--- config.mk ---
export PLATFORM = sky130hd
export DESIGN_NAME = bcd_mod_timer
export DESIGN_NICKNAME = d
export VERILOG_FILES = /design/src/rtl/bcd_mod_timer.sv
export SDC_FILE = /design/constraint.sdc
export NUM_CORES = 1
export LEC_CHECK = 0
export BUFFER_PORTS_ARGS = -buffer_cell sky130_fd_sc_hd__buf_4
export CAP_MARGIN = 20
export CORE_MARGIN = 5
export CORE_UTILIZATION = 40
export CTS_CLUSTER_SIZE = 12
export DETAILED_ROUTE_END_ITERATION = 16
export HOLD_SLACK_MARGIN = 0.03
export PLACE_DENSITY = 0.67
export SLEW_MARGIN = 10
export SYNTH_ARGS = -nofsm -noshare
export SYNTH_HDL_FRONTEND = slang
export SYNTH_SLANG_ARGS = --single-unit
export TNS_END_PERCENT = 5
--- constraint.sdc ---
create_clock -name clk -period 2.4 [get_ports clk]
set_clock_uncertainty 0.15 [all_clocks]
set_input_delay 0.48 -clock clk [delete_from_list [all_inputs] [get_ports clk]]
set_output_delay 0.48 -clock clk [all_outputs]
set_load 0.03 [all_outputs]
--- src/rtl/bcd_mod_timer.sv ---
// bcd_mod_timer: two-digit BCD modulo-MODULUS up/down timer with checked
// synchronous preload and a combinational terminal count for cascading
// (seconds -> minutes -> hours).
// Optional build macro: BCD_TIMER_ALARM_EN adds alarm_low/alarm_high/
// alarm_ack inputs and a sticky alarm output.
module bcd_mod_timer #(
    parameter int MODULUS = 60,
    parameter int HI_W    = 3
) (
    input  logic            clk,
    input  logic            reset,
    input  logic            enable,
    input  logic            dir,
    input  logic            load,
    input  logic [3:0]      load_low,
    input  logic [HI_W-1:0] load_high,
    output logic [3:0]      low_digit,
    output logic [HI_W-1:0] high_digit,
    output logic            tc,
    output logic            load_err
`ifdef BCD_TIMER_ALARM_EN
    ,
    input  logic [3:0]      alarm_low,
    input  logic [HI_W-1:0] alarm_high,
    input  logic            alarm_ack,
    output logic            alarm
`endif
);

    // Digits of the top count value MODULUS-1 (target of the down wrap).
    localparam logic [HI_W-1:0] TOP_HI = HI_W'((MODULUS - 1) / 10);
    localparam logic [3:0]      TOP_LO = 4'((MODULUS - 1) % 10);
    localparam logic [7:0]      MAX_V  = 8'(MODULUS - 1);

    logic            at_max;
    logic            at_zero;
    logic [7:0]      load_v;
    logic            load_ok;
    logic [3:0]      nxt_low;
    logic [HI_W-1:0] nxt_high;
    logic            nxt_err;
    logic            moved;

    // Wrap detection compares the full value, so partial top digits work.
    assign at_max  = (high_digit == TOP_HI) && (low_digit == TOP_LO);
    assign at_zero = (high_digit == '0) && (low_digit == 4'd0);

    // A preload is accepted only if it is a legal BCD value below MODULUS.
    assign load_v  = 8'(load_high) * 8'd10 + 8'(load_low);
    assign load_ok = (load_low <= 4'd9) && (load_v <= MAX_V);

    // Terminal count is zero-latency so the next stage steps on the wrap edge.
    assign tc = enable & ((~dir & at_max) | (dir & at_zero));

    // Next-value selection: load beats count, count beats hold.
    always_comb begin
        nxt_low  = low_digit;
        nxt_high = high_digit;
        nxt_err  = 1'b0;
        moved    = 1'b0;
        if (load) begin
            if (load_ok) begin
                nxt_low  = load_low;
                nxt_high = load_high;
                moved    = 1'b1;
            end else begin
                nxt_err = 1'b1;
            end
        end else if (enable) begin
            moved = 1'b1;
            if (!dir) begin
                if (at_max) begin
                    nxt_low  = 4'd0;
                    nxt_high = '0;
                end else if (low_digit == 4'd9) begin
                    nxt_low  = 4'd0;
                    nxt_high = high_digit + HI_W'(1);
                end else begin
                    nxt_low = low_digit + 4'd1;
                end
            end else begin
                if (at_zero) begin
                    nxt_low  = TOP_LO;
                    nxt_high = TOP_HI;
                end else if (low_digit == 4'd0) begin
                    nxt_low  = 4'd9;
                    nxt_high = high_digit - HI_W'(1);
                end else begin
                    nxt_low = low_digit - 4'd1;
                end
            end
        end
    end

    // Digit and error-pulse registers; reset overrides everything.
    always_ff @(posedge clk) begin
        if (reset) begin
            low_digit  <= 4'd0;
            high_digit <= '0;
            load_err   <= 1'b0;
        end else begin
            low_digit  <= nxt_low;
            high_digit <= nxt_high;
            load_err   <= nxt_err;
        end
    end

`ifdef BCD_TIMER_ALARM_EN
    logic alarm_set;

    // Digit compare: an alarm value at or above MODULUS can never be reached.
    assign alarm_set = moved && (nxt_low == alarm_low) && (nxt_high == alarm_high);

    // Sticky alarm flag; a new match on the ack edge keeps it set.
    always_ff @(posedge clk) begin
        if (reset) begin
            alarm <= 1'b0;
        end else if (alarm_set) begin
            alarm <= 1'b1;
        end else if (alarm_ack) begin
            alarm <= 1'b0;
        end
    end
`else
    logic unused_moved;
    assign unused_moved = moved;
`endif

endmodule

==> key figures <==
Logic synthesis
  – Combinational family with the most area after synthesis: compound AO/OA/AOI/OAI gates
  – Unique masters post-synth: 44
  – Post-synthesis mux area share: 0.0582
  – Number of synthesized flops with an enable pin: 0
  – Post-synthesis sequential area ratio: 0.162
  – Area leader, netlist: ha_1
  – Synth Area in Compound Gates: 0.318
  – Gate count after technology mapping: 122
  – Syn avg cell area: 8.10 um2
  – Synth warn: 0
  – Post-synthesis adder-cell area fraction: 0.185
  – Synth top area share: 0.165
  – Post-synthesis register bit count: 8
  – Synth async-reset ratio: 0
  – Synth area leaders: ha_1, dfxtp_1, a211o_1
  – Top_reg_cell synth: dfxtp_1
  – Post-synthesis xor/xnor area fraction: 0.00886
  – Synth Area in Simple Gates: 0.206
  – Syn_nets: 148
  – Synthesized cell area: 988 um2

Timing
  – Final worst path period need: 2.32 ns
  – Worst slew pin tran: 0.448 ns
  – Final setup viols: 0
  – Fmax: 0.432 GHz
  – Setup ws final: 0.0832 ns
  – Slew headroom: 0.701
  – Final Hold Fails: 0
  – RSZ-0062 raised after global routing: no
  – Period utilization: 0.965
  – Max-slew violations: 0
  – Min Hold Slack: 0.328 ns

Clocking
  – H-tree depth: 1
  – Skew-Pair Late Insertion Delay: 0.25 ns
  – Hold buffer count at cts: 0
  – Worst-path clk slew: 0.06 ns
  – CTS tree: built
  – Post-CTS Setup Inserts: 0
  – Clock root cell: clkbuf_4
  – Total CTS buffers: 3
  – Clock buffer depth: 2
  – Clock sink count: 8

Worst setup path
  – Worst Reg-to-Reg Cells: 7
  – Slowest stage cell, crit path: or3_1
  – CP bufs+invs: 1
  – Cell Chain, Critical Path: buf_4 -> ha_4 -> ha_4 -> ha_1 -> nor2b_1 -> and4b_1 -> o221a_2 -> or3_1 -> o22ai_1
  – Crit path depth: 9
  – Top fanout value on the critical path: 4
  – Crit-path most repeated cell: ha_4
  – CP Capture Type: flip-flop
  – Crit path DAT: 2.34 ns
  – Worst setup SP type: primary input
  – Slowest stage delay, CP: 0.35 ns
  – Crit-path leading delay family: simple AND/OR/NAND/NOR gates
  – Critical path class: in2reg
  – Critical Path RT: 2.43 ns

Detailed routing
  – Drt wl/cell: 14.0 um
  – Pre-antenna DRT Iters: 4
  – DR iter-0 viols: 22
  – DR WL met3: 96 um
  – Vias/cell: 5.72
  – Total wire length: 2.58 mm
  – Via count: 1052
  – DRC errors left: 0
  – WL met2: 1.30 mm
  – Highest metal layer with signal wires: met4
  – Routed Antenna Nets: 0
  – Met1 WL: 1.16 mm

Final layout
  – Most common cell after layout, fill and taps aside: buf_4
  – Non-filler cells, final: 184
  – Register Area: 163 um2
  – Multi-input combinational cell area: 837 um2
  – FILL cells: 214
  – NumNets Final: 182
  – Antenna diodes: 0
  – Most frequent cells in the layout: buf_4, inv_1, nor2_1
  – Layout area overhead: 37.2%
  – Share of cells above drive strength 1: 0.344
  – Design area: 1360 um2

Global routing
  – Initial antenna violation count: 0
  – Overflow left after global routing: 0
  – Largest net degree at the start of global routing: 15
  – First-pass GRT wire length: 4.32 mm
  – Vias in the first global route: 963
  – Total track usage: 0.156

Power and ir drop
  – Total power: 0.598 mW
  – P per Cell Area: 441 nW/um2
  – Peak supply drop: 0.000262 V
  – Leak: 0.595 nW

Place
  – Pre-CTS setup slack: -0.194 ns
  – Post-DP Area: 1300 um2
  – Final Wtd Congestion: 0.829
  – Dpl cells: 181
  – Dpl hpwl: 2.10 mm
  – PortBufs: 20

Hold path
  – Worst hold path depth: 2
  – Hold Crit Class: in2reg

Die
  – Core box area: 2410 um2
  – Die X: 59.7 um
  – IO Pins: 21
  – Die area: 3570 um2
  – Initial Utilization: 0.410
  – Cell row count: 18
  – Die height: 59.7 um

Job
  – Max-Cap Viols: 0

Outcome
  – Status: finished clean
==> registers in the layout, indices dropped and copies added (netlist names) <==
| signal | flops |
|---|---|
| high_digit | 3 |
| load_err | 1 |
| low_digit | 4 |
==> repair_timing <==
action,CTS,global route
resized for setup,1,5
setup endpoints to repair,1,5
pin swaps,0,2
==> final timing paths <==
check	start	endpoint	slack, ns
worst min register to register	low_digit[1]	low_digit[1]	0.38
worst max register to register	low_digit[1]	low_digit[3]	0.40
worst min-delay path	reset	load_err	0.33
worst max-delay path	load_high[0]	high_digit[2]	0.08
==> synthesized netlist by cell type, types with 3 or more instances <==
library cell	n
ha_1	13
inv_1	11
nor2_1	11
dfxtp_1	8
nand2_1	7
a211o_1	5
nor3_1	5
o21ai_0	5
a21oi_1	4
clkbuf_1	4
nand3_1	3
nand3b_1	3
nor2b_1	3
o211ai_1	3
==> power breakdown <==
part | total, mW | switching, mW | internal [mW]
clock | 0.106 | 0.0481 | 0.0574
combinational | 0.313 | 0.159 | 0.154
sequential | 0.179 | 0.0308 | 0.149
==> stage by stage <==
step,TNS [ns],util
4_1_cts,0,0.550
3_3_place_gp,-0.911,0.540
3_5_place_dp,-1.04,0.540
5_1_grt,0,0.563
2_1_floorplan,-0.00763,-
6_report,0,0.563
==> kinds of logic after synthesis <==
logic type	Yosys count
AO/OA/AOI/OAI	40
XOR/XNOR	1
adder cells (fa/ha/maj)	14
buffers and inverters	16
flip-flops	8
multiplexers	4
AND/OR/NAND/NOR	39
==> final cells by class <==
class / count / share of cell area
clock buffer: 3 / 0.0166
inverter: 11 / 0.0304
multi-input combinational: 98 / 0.617
sequential: 8 / 0.120
tap: 30 / 0.0277
timing repair buffer: 34 / 0.188
==> per-layer routing <==
metal / vias to the layer above / GRT usage
met2: 20 / 0.276
met5: - / 0
met4: 0 / 0.0665
li1: 521 / -
met3: 2 / 0.0151
met1: 509 / 0.189
==> worst register-to-register path, cell delays in order (launching register included) <==
cell     delay [ns]
dfxtp_2        0.40
inv_1          0.10
ha_1           0.26
inv_1          0.08
o21ai_1        0.05
mux4_2         0.48
a211o_1        0.31
mux2i_1        0.11
Note: power is estimated with default switching activity, not from simulation.
